## src/rtl/mem_bus_ctrl.sv

```systemverilog
// mem_bus_ctrl: memory bus sequencer for the multi-cycle CPU datapath.
//
// This block takes the address on MAB and runs one memory read or write.
// It drives the memory strobes and the MDB output enable, and it tells the
// control unit when MDR can be loaded. A request with an odd address, or
// with both read and write set, is rejected. An access that never gets
// mem_ready is aborted after TIMEOUT ACCESS cycles.
//
// Sequence: IDLE -> SETUP -> ACCESS (one or more cycles) -> RECOVER -> IDLE
//
// Parameters:
//   MIN_WAIT  ACCESS cycles beyond the first before completion is allowed
//   TIMEOUT   ACCESS cycles allowed before the access is aborted
//
// Ports:
//   clk, rst          clock (rising edge); asynchronous active-high reset
//   rd_req, wr_req    requests from the control unit, sampled in IDLE only
//   MAB               address from the datapath MAR
//   mem_ready         memory acknowledge, only looked at in ACCESS
//   mem_addr          address latched when a request is accepted
//   mem_rd, mem_wr    memory strobes, high only during ACCESS
//   mdb_oe            lets MDR drive MDB during SETUP/ACCESS of a write
//   ld_mdb            load MDR from MDB in the cycle a read completes
//   busy              a transaction is in progress (SETUP..RECOVER)
//   done, bus_err     one-cycle completion / error pulses
//   err_code          last error: 00 none, 01 odd, 10 timeout, 11 conflict
module mem_bus_ctrl #(
    parameter int MIN_WAIT = 0,
    parameter int TIMEOUT  = 16
) (
    input  logic        clk,
    input  logic        rst,
    input  logic        rd_req,
    input  logic        wr_req,
    input  logic [15:0] MAB,
    input  logic        mem_ready,
    output logic [15:0] mem_addr,
    output logic        mem_rd,
    output logic        mem_wr,
    output logic        mdb_oe,
    output logic        ld_mdb,
    output logic        busy,
    output logic        done,
    output logic        bus_err,
    output logic [1:0]  err_code
);

    typedef enum logic [1:0] {
        IDLE    = 2'd0,
        SETUP   = 2'd1,
        ACCESS  = 2'd2,
        RECOVER = 2'd3
    } state_t;

    localparam logic [7:0] LAST_CNT = 8'(TIMEOUT - 1);

    state_t     state;
    logic [7:0] cnt;
    logic       op_rd;

    logic in_idle;
    logic req_conflict;
    logic req_odd;
    logic req_ok;
    logic wait_met;
    logic complete;
    logic timeout_hit;

    // With MIN_WAIT of zero every ACCESS cycle may complete. The comparison
    // is only built when it can actually be false.
    generate
        if (MIN_WAIT == 0) begin : g_no_wait
            assign wait_met = 1'b1;
        end else begin : g_min_wait
            assign wait_met = (cnt >= 8'(MIN_WAIT));
        end
    endgenerate

    assign in_idle      = (state == IDLE);
    assign req_conflict = in_idle & rd_req & wr_req;
    assign req_odd      = in_idle & (rd_req ^ wr_req) & MAB[0];
    assign req_ok       = in_idle & (rd_req ^ wr_req) & ~MAB[0];

    // Completion has priority over timeout when both happen in the last cycle.
    assign complete    = (state == ACCESS) & mem_ready & wait_met;
    assign timeout_hit = (state == ACCESS) & ~complete & (cnt == LAST_CNT);

    // The pulses are Mealy outputs, so they react in the same cycle.
    // They are gated with rst so that a bad request present while reset is
    // held cannot raise bus_err.
    assign done    = complete & ~rst;
    assign ld_mdb  = complete & op_rd & ~rst;
    assign bus_err = (req_conflict | req_odd | timeout_hit) & ~rst;

    // Strobes, mdb_oe and busy are registers written together with the state.
    // Reset clears them at once, which drops the bus even in the middle of
    // a cycle.
    always_ff @(posedge clk or posedge rst) begin
        if (rst) begin
            state    <= IDLE;
            cnt      <= 8'd0;
            op_rd    <= 1'b0;
            mem_addr <= 16'd0;
            mem_rd   <= 1'b0;
            mem_wr   <= 1'b0;
            mdb_oe   <= 1'b0;
            busy     <= 1'b0;
            err_code <= 2'b00;
        end else begin
            case (state)
                IDLE: begin
                    if (req_conflict) begin
                        err_code <= 2'b11;
                    end else if (req_odd) begin
                        err_code <= 2'b01;
                    end else if (req_ok) begin
                        mem_addr <= MAB;
                        op_rd    <= rd_req;
                        err_code <= 2'b00;
                        mdb_oe   <= wr_req;
                        busy     <= 1'b1;
                        state    <= SETUP;
                    end
                end
                SETUP: begin
                    cnt    <= 8'd0;
                    mem_rd <= op_rd;
                    mem_wr <= ~op_rd;
                    state  <= ACCESS;
                end
                ACCESS: begin
                    if (complete || timeout_hit) begin
                        mem_rd <= 1'b0;
                        mem_wr <= 1'b0;
                        mdb_oe <= 1'b0;
                        state  <= RECOVER;
                        if (timeout_hit) begin
                            err_code <= 2'b10;
                        end
                    end else begin
                        cnt <= cnt + 8'd1;
                    end
                end
                RECOVER: begin
                    busy  <= 1'b0;
                    state <= IDLE;
                end
                default: state <= IDLE;
            endcase
        end
    end

endmodule

```

## config.mk

```make
export PLATFORM = sky130hd
export DESIGN_NAME = mem_bus_ctrl
export DESIGN_NICKNAME = d
export VERILOG_FILES = /design/src/rtl/mem_bus_ctrl.sv
export SDC_FILE = /design/constraint.sdc
export NUM_CORES = 1
export LEC_CHECK = 0
export BUFFER_PORTS_ARGS = -buffer_cell sky130_fd_sc_hd__clkbuf_2
export CAP_MARGIN = 20
export CORE_MARGIN = 3
export CORE_UTILIZATION = 45
export CTS_CLUSTER_SIZE = 12
export DETAILED_ROUTE_END_ITERATION = 7
export PLACE_DENSITY = 0.73
export SYNTH_ARGS = -nofsm -noshare
export SYNTH_HDL_FRONTEND = slang
export SYNTH_SLANG_ARGS = --single-unit
```

## constraint.sdc

```tcl
create_clock -name clk -period 2.3 [get_ports clk]
set_input_delay 0.69 -clock clk [delete_from_list [all_inputs] [get_ports clk]]
set_output_delay 0.69 -clock clk [all_outputs]
set_load 0.005 [all_outputs]
```

**After elaboration in Yosys (flattened, before gate mapping)**

Cells that the tools add are included.

- Output and inout bits: 25
- Input bits: 21
- Flip-flop bits (word level): 33
- Logic and storage cells: 78

- Mux-type cells: 24
- Reduce and logical (&&, ||, !) cells: 12
- Equality and inequality tests: 11
- $add $sub $neg: 1
- Bitwise logic cells: 21

Operator list:

| cell | count |
|---|---|
| $mux 2 | 9 |
| $pmux 8 s2 | 1 |
| $reduce_and 4->1 | 4 |
| $and 1x1->1 | 12 |
| $add 8x1->8 const B | 1 |
| $eq 8x4->1 const B | 1 |
| $mux 8 | 1 |
| $ne 2x2->1 const B | 4 |
| $pmux 1 s2 | 4 |
| $pmux 2 s4 | 1 |
| $mux 1 | 7 |
| $not 1->1 | 6 |
| $reduce_bool 2->1 | 3 |
| $reduce_and 5->1 | 1 |
| $eq 2x2->1 const B | 2 |
| $ne 2x1->1 const B | 2 |
| $ne 4x1->1 const B | 1 |
| $pmux 2 s2 | 1 |
| $reduce_and 2->1 | 2 |
| $eq 2x1->1 const B | 1 |
| $logic_not 2->1 | 1 |
| $or 1x1->1 | 2 |
| $logic_or 1x1->1 | 1 |
| $xor 1x1->1 | 1 |

**Longest topological paths before layout**

Gate-level depths: netlist of the first run.

- Depth after elaboration: 8
- Depth in mapped cells: 7
- Mapped depth without buffers: 6

**Worst setup path before layout of the first run**

OpenSTA, ideal clock, no wires.

- Path kind: input to output
- Start point: input port rst
- End point: output port ld_mdb
- Path slack: -212 ps
- Data arrival time: 1822 ps
- Cell stages on the path: 3
- Cells stage by stage: inv_1 -> and3_1 -> and2_1

- Longest elaborated chain between the ends: 2

Ends and longest elaborated chain:

| what | line | RTL |
|---|---|---|
| start: declaration | 32 | `input logic rst,` |
| $not 1->1 | 92 | `assign ld_mdb = complete & op_rd & ~rst;` |
| $and 1x1->1 | 92 |  |
| end: declaration | 41 | `output logic ld_mdb,` |

Every way passes these cells.

**Final worst setup path of the first run**

- Start point: register state[0]
- End point: output port bus_err

- Longest elaborated chain between the ends: 7
- Elaborated cells on any way between the ends: 13
- Classes of those cells: 1 x eq/ne; 11 x bitwise; 1 x reduce/logical

Ends and longest elaborated chain:

| what | line | RTL |
|---|---|---|
| start: declaration | 57 | `state_t state;` |
| start signal: assignment | 100 | `state <= IDLE;` |
| start signal: assignment | 122 | `state <= SETUP;` |
| start signal: assignment | 129 | `state <= ACCESS;` |
| $eq 2x2->1 | 85, 86 |  |
| $and 1x1->1 | 85 | `assign complete = (state == ACCESS) & mem_ready & wait_met;` |
| $not 1->1 | 86 | `assign timeout_hit = (state == ACCESS) & ~complete & (cnt == LAST_CNT);` |
| $and 1x1->1 (2 in series) | 86 |  |
| $or 1x1->1 (*) | 93 | `assign bus_err = (req_conflict \| req_odd \| timeout_hit) & ~rst;` |
| $and 1x1->1 (*) | 93 |  |
| end: declaration | 44 | `output logic bus_err,` |

Every way passes the cells marked *; elsewhere a longest branch is shown, timed or not.

==> results.toml, run 1 <==
[clock_network]
numCtsBuffers = 5
clk_path_buf_depth = 2
cts_tree = "yes"
ctsHoldBuffers = 0
clk_latency_ns = 0.28
clk_pin_slew_ns = 0.07
cts_root_buf = "clkbuf_8"
h-tree-depth = 2
clock-sinks = 33

[power_and_ir_drop]
seqPwrFrac_pct = 36.0
p_int_uw = 1790
power.leakage_uw = 0.00107
clock_power_share_pct = 20.9
switching_power_uw = 898
p_per_area_nw_per_um2 = 1220
p_sw_share_pct = 33.4
max-vdd-ir-drop_mv = 0.614
p_comb_share_pct = 43.0

[yosys]
synth_compound_area_share_pct = 14.7
yosys_register_bits = 33
syn_avg_cell_area_um2 = 12.1
yosys.area.top_type = "dfrtp_1"
ys_top_cells_by_area = "dfrtp_1 49%, mux2_4 8.0%, mux2_2 6.0%"
synth_top_family_by_area = "compound AO/OA/AOI/OAI gates"
synthXorXnorAreaFrac_pct = 1.48
synthArstFlopShare_pct = 100
synth_edf_count = 0
synth_top_area_share_pct = 48.9
synth.area.mux_share_pct = 14.6
synth-adder-area-share_pct = 4.44
synthDistinctLibCells = 45
synth_cells = 140
synth_seq_area_share_pct = 48.9
synth-simple-area-share_pct = 11.9
synth_nets = 167
synth_top_flop_cell = "dfrtp_1"
syn_area_um2 = 1690
yosys_warnings = 0

[route]
via_per_inst = 5.29
ant_nets = 0
vias = 1318
route.detailed.drc = 0
drtIter0Drc = 34
routedWlPerCell_um = 14.8
drt_pass1_iterations = 4
routed_wl_um = 3680

[timing]
slew_violations = 0
hold_viol_final = 0
worst_pin_slew_ns = 0.410
finalCritPeriodShare_pct = 97.8
finalSetupViolations = 0
finalCriticalPeriod_ns = 2.25
fmax_mhz = 444
hold_slack_ns = 0.487
skew_ns = 0.00788
slew_headroom_pct = 72.4
grt_setup_unrepaired = "yes"

[global_routing]
grt_overflow = 0
grt_max_degree = 34
gr-usage-all-layers_pct = 17.4
grt_pass1_wl_um = 5940
first_global_vias = 1340
grt_antenna_before_repair = 0

[die]
start_util_pct = 48.7
die-height_um = 67.3
core_um2 = 3470
rows = 21
pin_count = 46
die_x_um = 67.3
die_area_um2 = 4520

[placed_design]
gp_congestion = 0.883
place_hpwl_um = 2680
io_buffer_count = 45
post_dp_cell_area_um2 = 1990

[worst_setup_path]
path_class = "reg2out"
endpoint_kind = "output port"
critPathArrivalTime_ns = 1.56
cp_data_required_time_ns = 1.61
crit_path_max_fanout = 4
cp-start-kind = "flip-flop"

[finish]
nets = 229
final_cell_mix = "44 x clkbuf_2, 33 x dfrtp_1, 14 x buf_4"
stdcell_area_um2 = 2210
layout_commonest_cell = "clkbuf_2"
diodes = 0
drive_above_1_share_pct = 51.7
syn2layout_area_growth_pct = 30.7
num-fill-cells = 303
fin_util_pct = 63.6

[min_path]
hp-class = "reg2reg"

[job]
maxCapViolCount = 0

[outcome]
status = "finished clean"
state kept, by name (all words and copies together) (netlist names):
register and cells:
op_rd 1, err_code 2, mdb_oe 1, busy 1
mem_rd 1, cnt 8, mem_addr 16, state 2
mem_wr 1
Yosys cell counts (2+ instances only):
| cell | number |
|---|---|
| a21o_1 | 3 |
| mux2_2 | 9 |
| dfrtp_1 | 33 |
| inv_1 | 8 |
| a31oi_1 | 6 |
| o2bb2ai_1 | 2 |
| mux2_4 | 9 |
| nor2_1 | 3 |
| nor2b_1 | 2 |
| o21ai_0 | 8 |
| nand2_1 | 9 |
| nor3_1 | 2 |
| a41oi_1 | 2 |
| a21oi_1 | 5 |
| nand3_1 | 3 |
| ha_1 | 6 |
| nand4b_1 | 2 |
per-layer routing:
metal | track usage [%] | up-vias | part of all wire (%) | routed length [um]
li1 | - | 636 | - | -
met2 | 30.4 | 24 | 55 | 2030
met5 | 0 | - | 0 | 0
met3 | 4.99 | 5 | 3.2 | 118
met4 | 5.57 | 0 | 1.1 | 41
met1 | 20.5 | 653 | 41 | 1490
worst paths after layout:
check / endpoint / from / cells past startpoint / slack, ns
worst min register to register: err_code[0] / err_code[0] / 1 / 0.49
worst min-delay path: err_code[0] / err_code[0] / 1 / 0.49
max in group asynchronous: mem_addr[1] / rst / 3 / 1.47
worst max register to register: mem_addr[3] / state[1] / 6 / 0.53
worst max-delay path: bus_err / state[0] / 7 / 0.05
min in group asynchronous: err_code[0] / rst / 3 / 0.52
metrics by stage:
| stage | setup TNS [ns] | power [uW] | setup WS (ns) | cells |
|---|---|---|---|---|
| after floorplan | -0.0541 | 1650 | -0.0541 | 140 |
| after global placement | 0 | 1970 | 0.161 | 233 |
| after detailed placement | 0 | 2020 | 0.120 | 233 |
| after CTS | 0 | 2600 | 0.000818 | 244 |
| after global routing | -0.0409 | 2890 | -0.0409 | 249 |
| final | 0 | 2690 | 0.0500 | 249 |
power groups by stage:
| stage | Sequential [uW] | Clock, uW | Combinational, uW |
|---|---|---|---|
| after global placement | 962 | 0 | 1010 |
| after floorplan | 961 | 0 | 685 |
| after CTS | 971 | 574 | 1050 |
| after detailed placement | 981 | 0 | 1040 |
| final | 968 | 563 | 1160 |
| after global routing | 1010 | 595 | 1290 |
final cells by class:
cell class	instances	area, um2	area share, %
Multi-Input combinational cell	95	843	38.2
Sequential cell	33	826	37.4
Timing Repair Buffer	59	330	15.0
Clock buffer	7	86.3	3.91
Tap cell	46	57.6	2.61
Inverter	8	33.8	1.53
Clock inverter	1	30.0	1.36
worst max-delay path, cell delays in order, from the launching register on:
cell and delay (ns):
dfrtp_1 0.41, inv_2 0.14, ha_4 0.18, nand2b_4 0.05, nor3_2 0.17, a31oi_1 0.06
a21oi_1 0.15, buf_2 0.13
cell families after synthesis:
| kind of cell | count (synthesis) |
|---|---|
| AO/OA/AOI/OAI | 35 |
| XOR/XNOR | 2 |
| flip-flops | 33 |
| buffers and inverters | 12 |
| adder cells (fa/ha/maj) | 6 |
| AND/OR/NAND/NOR | 33 |
| multiplexers | 19 |
timing repair:
item                                    4_1_cts  5_1_grt
endpoints found under the setup margin        1        1
setup buffers                                 3        5
pin swaps                                     2        2
resized for setup                             3        8
No activity file was read; power rests on OpenSTA's default activity.
==> inputs of run 2 (changes only) <==
clock period = 1.8 ns   (was 2.3 ns; I/O delays follow)
==> run 2 against run 1 <==
Effect of this change: register-to-register slack got worse by 0.45 ns; core utilization increased by 3.0 points; final cell count increased by 5.6%; non-clock buffer count increased by 14; worst setup slack got worse by 0.37 ns; clock power decreased by 2%; the flow now finishes with violations (negative setup slack); sequential share of layout area decreased by 1.6 points; clock skew decreased by 0.0035 ns; combinational power increased by 41%; sequential power increased by 26%; worst hold slack got worse by 0.12 ns.
==> results.toml, run 2 (synthesis results as in run 1) <==
[outcome]
status = "complete, but fails checks"
violations = "negative setup slack"

[finish]
largest_reg_flops = 16
drive_above_1_share_pct = 55.3
nets = 243
stdcell_area_um2 = 2310
final_cell_mix = "42 x clkbuf_2, 32 x dfrtp_1, 26 x buf_4"
syn2layout_area_growth_pct = 36.8
num-fill-cells = 287
reg.largest.list = "mem_addr: 16 flops, cnt: 8 flops"
top_register = "mem_addr"
diodes = 0
fin_util_pct = 66.6
layout_commonest_cell = "clkbuf_2"

[clock_network]
numCtsBuffers = 5
cts_root_buf = "clkbuf_8"
h-tree-depth = 2
cts_tree = "yes"
ctsHoldBuffers = 0
clk_pin_slew_ns = 0.07
clk_latency_ns = 0.29
clk_path_buf_depth = 2
clock-sinks = 33

[route]
drt_pass1_iterations = 4
vias = 1416
routedWlPerCell_um = 14.7
ant_nets = 0
via_per_inst = 5.38
route.detailed.drc = 0
routed_wl_um = 3860
drtIter0Drc = 82

[global_routing]
grtUsageMet2_pct = 31.7
first_global_vias = 1437
grt_max_degree = 34
grt_antenna_before_repair = 0
top_usage_layer = "met2"
gr-usage-all-layers_pct = 19.2
use_met1_pct = 22.3
grt_pass1_wl_um = 6400
grt_overflow = 0
use_met3_pct = 5.99

[placed_design]
place_hpwl_um = 2830
gp_congestion = 0.876
post_dp_cell_area_um2 = 2120
preCtsSetupSlack_ns = -0.0900
io_buffer_count = 45

[timing]
skew_ns = 0.00439
finalCriticalPeriod_ns = 2.12
finalSetupViolations = 3
grt_setup_unrepaired = "yes"
worst_pin_slew_ns = 0.420
fmax_mhz = 473
hold_viol_final = 0
slew_violations = 0
finalCritPeriodShare_pct = 118
finalSetupTns_ns = -0.511
slew_headroom_pct = 72.0
setup_ws_ns = -0.315
hold_slack_ns = 0.364

[die]
core_um2 = 3470
pin_count = 46
rows = 21
die_x_um = 67.3
die_area_um2 = 4520
start_util_pct = 48.7
die-height_um = 67.3

[worst_setup_path]
cp-start-kind = "flip-flop"
crit_path_max_fanout = 2
cp_data_required_time_ns = 1.26
endpoint_kind = "output port"
path_class = "reg2out"
critPathArrivalTime_ns = 1.58

[min_path]
hp-class = "in2async"

[power_and_ir_drop]
max-vdd-ir-drop_mv = 0.744
p_per_area_nw_per_um2 = 1470
power.leakage_uw = 0.00113

[job]
maxCapViolCount = 0
==> run 2: path summary, 6_finish.rpt <==
kind / start / endpoint / slack, ns / cells after the start
max in group asynchronous: rst / state[1] / 1.11 / 3
worst min register to register: err_code[0] / err_code[0] / 0.48 / 1
worst max-delay path: cnt[7] / bus_err / -0.32 / 5
worst min-delay path: rst / err_code[1] / 0.36 / 3
min in group clk: MAB[10] / mem_addr[10] / 0.47 / 2
worst max register to register: cnt[7] / state[1] / 0.08 / 5
==> run 2: stage by stage <==
step / std cells / power [uW]
final: 263 / 3400
after detailed placement: 249 / 2740
after floorplan: 140 / 2100
after global placement: 249 / 2670
after global routing: 263 / 3660
after CTS: 261 / 3400
==> run 2: timing repair <==
item,in CTS,in global routing
buffers inserted,5,2
pin swaps,3,3
gates resized for setup,8,6
setup endpoints to repair,3,11
==> run 2: final cells by class <==
class / count / area (um2) / area share, %
Inverter: 8 / 33.8 / 1.46
Tap cell: 46 / 57.6 / 2.49
Clock inverter: 3 / 17.5 / 0.758
Clock buffer: 5 / 68.8 / 2.98
Multi-Input combinational cell: 95 / 842 / 36.4
Sequential cell: 33 / 827 / 35.8
Timing Repair Buffer: 73 / 464 / 20.1
==> run 2: where the power goes <==
part / internal, uW / switching [uW]
registers: 1030 / 181
clock network: 267 / 288
logic: 909 / 724
total: 2210 / 1190
==> run 2: worst max-delay path, cell delays in order, from the launching register on <==
cell     delay [ns]
dfrtp_1        0.38
or3_4          0.41
nor3_4         0.18
a31oi_1        0.06
a21oi_1        0.14
buf_2          0.12
==> run 2: layer usage <==
metal	share of wire, %	wire length [um]
met1	40	1550
met2	54	2070
met3	3.8	146
met4	2.4	94
met5	0	0
==> inputs of run 3 (changes only) <==
CELL_PAD_IN_SITES_DETAIL_PLACEMENT = 2   (was unset)
CELL_PAD_IN_SITES_GLOBAL_PLACEMENT = 2   (was unset)
CORE_UTILIZATION = 30   (was 45)
MAX_ROUTING_LAYER = met4   (was unset)
PLACE_DENSITY = 0.75   (was 0.73)
==> run 3 against run 2 <==
Effect of this change: worst hold slack better by 0.029 ns; core utilization is 22 points lower; combinational power is 7% higher; via count is 1.3% higher; clock power is 34% higher; the run still ends with negative setup slack left; critical endpoint unchanged.
==> results.toml, run 3 (synthesis results as in run 1) <==
[job]
maxCapViolCount = 0

[clock_network]
clk_pin_slew_ns = 0.07
ctsHoldBuffers = 0
clk_path_buf_depth = 2
clock-sinks = 33
h-tree-depth = 2
clk_latency_ns = 0.29
numCtsBuffers = 5
cts_tree = "yes"
cts_root_buf = "clkbuf_8"

[power_and_ir_drop]
power.leakage_uw = 0.00113
seqPwrFrac_pct = 33.2
switching_power_uw = 1340
clock_power_share_pct = 19.9
max-vdd-ir-drop_mv = 0.580
p_per_area_nw_per_um2 = 1590
p_comb_share_pct = 47.0
p_int_uw = 2400
p_sw_share_pct = 35.8

[die]
start_util_pct = 32.1
pin_count = 46
die_x_um = 81.0
die_area_um2 = 6570
rows = 26
core_um2 = 5270
die-height_um = 81.0

[worst_setup_path]
path_class = "reg2out"
crit_path_max_fanout = 2
cp_data_required_time_ns = 1.26
critPathArrivalTime_ns = 1.66
cp-start-kind = "flip-flop"
endpoint_kind = "output port"

[finish]
drive_above_1_share_pct = 54.9
final_cell_mix = "43 x clkbuf_2, 32 x dfrtp_1, 24 x buf_4"
fin_util_pct = 44.7
num-fill-cells = 568
layout_commonest_cell = "clkbuf_2"
diodes = 0
largest_reg_flops = 16
reg.largest.list = "mem_addr: 16 flops, cnt: 8 flops"
stdcell_area_um2 = 2350
nets = 241
syn2layout_area_growth_pct = 39.4
top_register = "mem_addr"

[route]
routed_wl_um = 5710
via_per_inst = 5.04
ant_nets = 0
routedWlPerCell_um = 20.0
drt_pass1_iterations = 4
route.detailed.drc = 0
vias = 1435
drtIter0Drc = 37

[timing]
fmax_mhz = 455
finalCriticalPeriod_ns = 2.20
worst_pin_slew_ns = 0.448
slew_headroom_pct = 70.2
skew_ns = 0.00420
grt_setup_unrepaired = "yes"
setup_ws_ns = -0.396
hold_viol_final = 0
slew_violations = 0
finalCritPeriodShare_pct = 122
finalSetupViolations = 3

[global_routing]
grt_max_degree = 34
first_global_vias = 1655
gr-usage-all-layers_pct = 19.3
grt_overflow = 0
grt_antenna_before_repair = 0
grt_pass1_wl_um = 9160

[placed_design]
place_hpwl_um = 3930
gp_congestion = 0.782
post_dp_cell_area_um2 = 2160
io_buffer_count = 45

[outcome]
violations = "negative setup slack"
status = "complete, but fails checks"

[min_path]
hp-class = "in2async"
-- run 3: final cells by class --
cell class / instances / area (um2) / area share (%)
repair buffers: 71 / 449 / 19.1
clock inverters: 1 / 30.0 / 1.28
well taps: 70 / 87.6 / 3.72
multi-input cells: 95 / 841 / 35.7
inverters: 8 / 33.8 / 1.43
flip-flops and latches: 33 / 827 / 35.1
clock buffers: 7 / 86.3 / 3.67
-- run 3: power by group through the flow --
stage               clock network, uW  registers, uW  logic [uW]
floorplan                           0           1230         875
CTS                               756           1240        1750
global route                      787           1280        1930
detailed placement                  0           1230        1610
finish                            741           1240        1750
global placement                    0           1200        1510
-- run 3: repair_timing --
action / 4_1_cts / 5_1_grt
pin swaps: 3 / 2
setup endpoints to repair: 4 / 7
gates resized for setup: 10 / 5
setup buffers: 3 / 1
-- run 3: metal layers --
layer | share of wire [%] | GRT usage, % | vias to the layer above
met5 | 0 | - | -
met1 | 41 | 21.5 | 749
met3 | 1.9 | 3.44 | 10
li1 | - | - | 656
met2 | 55 | 34.9 | 20
met4 | 1.8 | 5.74 | 0
-- run 3: final timing paths --
path | from | endpoint | slack, ns | cells past startpoint
worst min-delay path | rst | err_code[0] | 0.39 | 3
max in group asynchronous | rst | state[1] | 1.07 | 3
worst max-delay path | cnt[5] | bus_err | -0.40 | 5
worst max register to register | state[1] | cnt[5] | 0.06 | 6
min in group clk | MAB[12] | mem_addr[12] | 0.48 | 2
worst min register to register | err_code[0] | err_code[0] | 0.49 | 1
-- run 3: per-stage QoR --
| step | hold slack, ns | instances | setup WS, ns | power, uW | setup TNS, ns |
|---|---|---|---|---|---|
| floorplan | 0.451 | 140 | -0.254 | 2100 | -0.374 |
| global placement | 0.467 | 274 | -0.0236 | 2710 | -0.0236 |
| detailed placement | 0.478 | 274 | -0.0332 | 2850 | -0.0332 |
| CTS | 0.393 | 285 | -0.317 | 3750 | -0.530 |
| global route | 0.444 | 285 | -0.465 | 4000 | -0.820 |
| finish | 0.393 | 285 | -0.396 | 3730 | -0.576 |
-- run 3: worst max-delay path, stage by stage (launching register included) --
cell	delay [ns]
dfrtp_1	0.39
or3_4	0.41
nor3_2	0.19
a31oi_1	0.07
a21oi_1	0.17
clkbuf_2	0.14
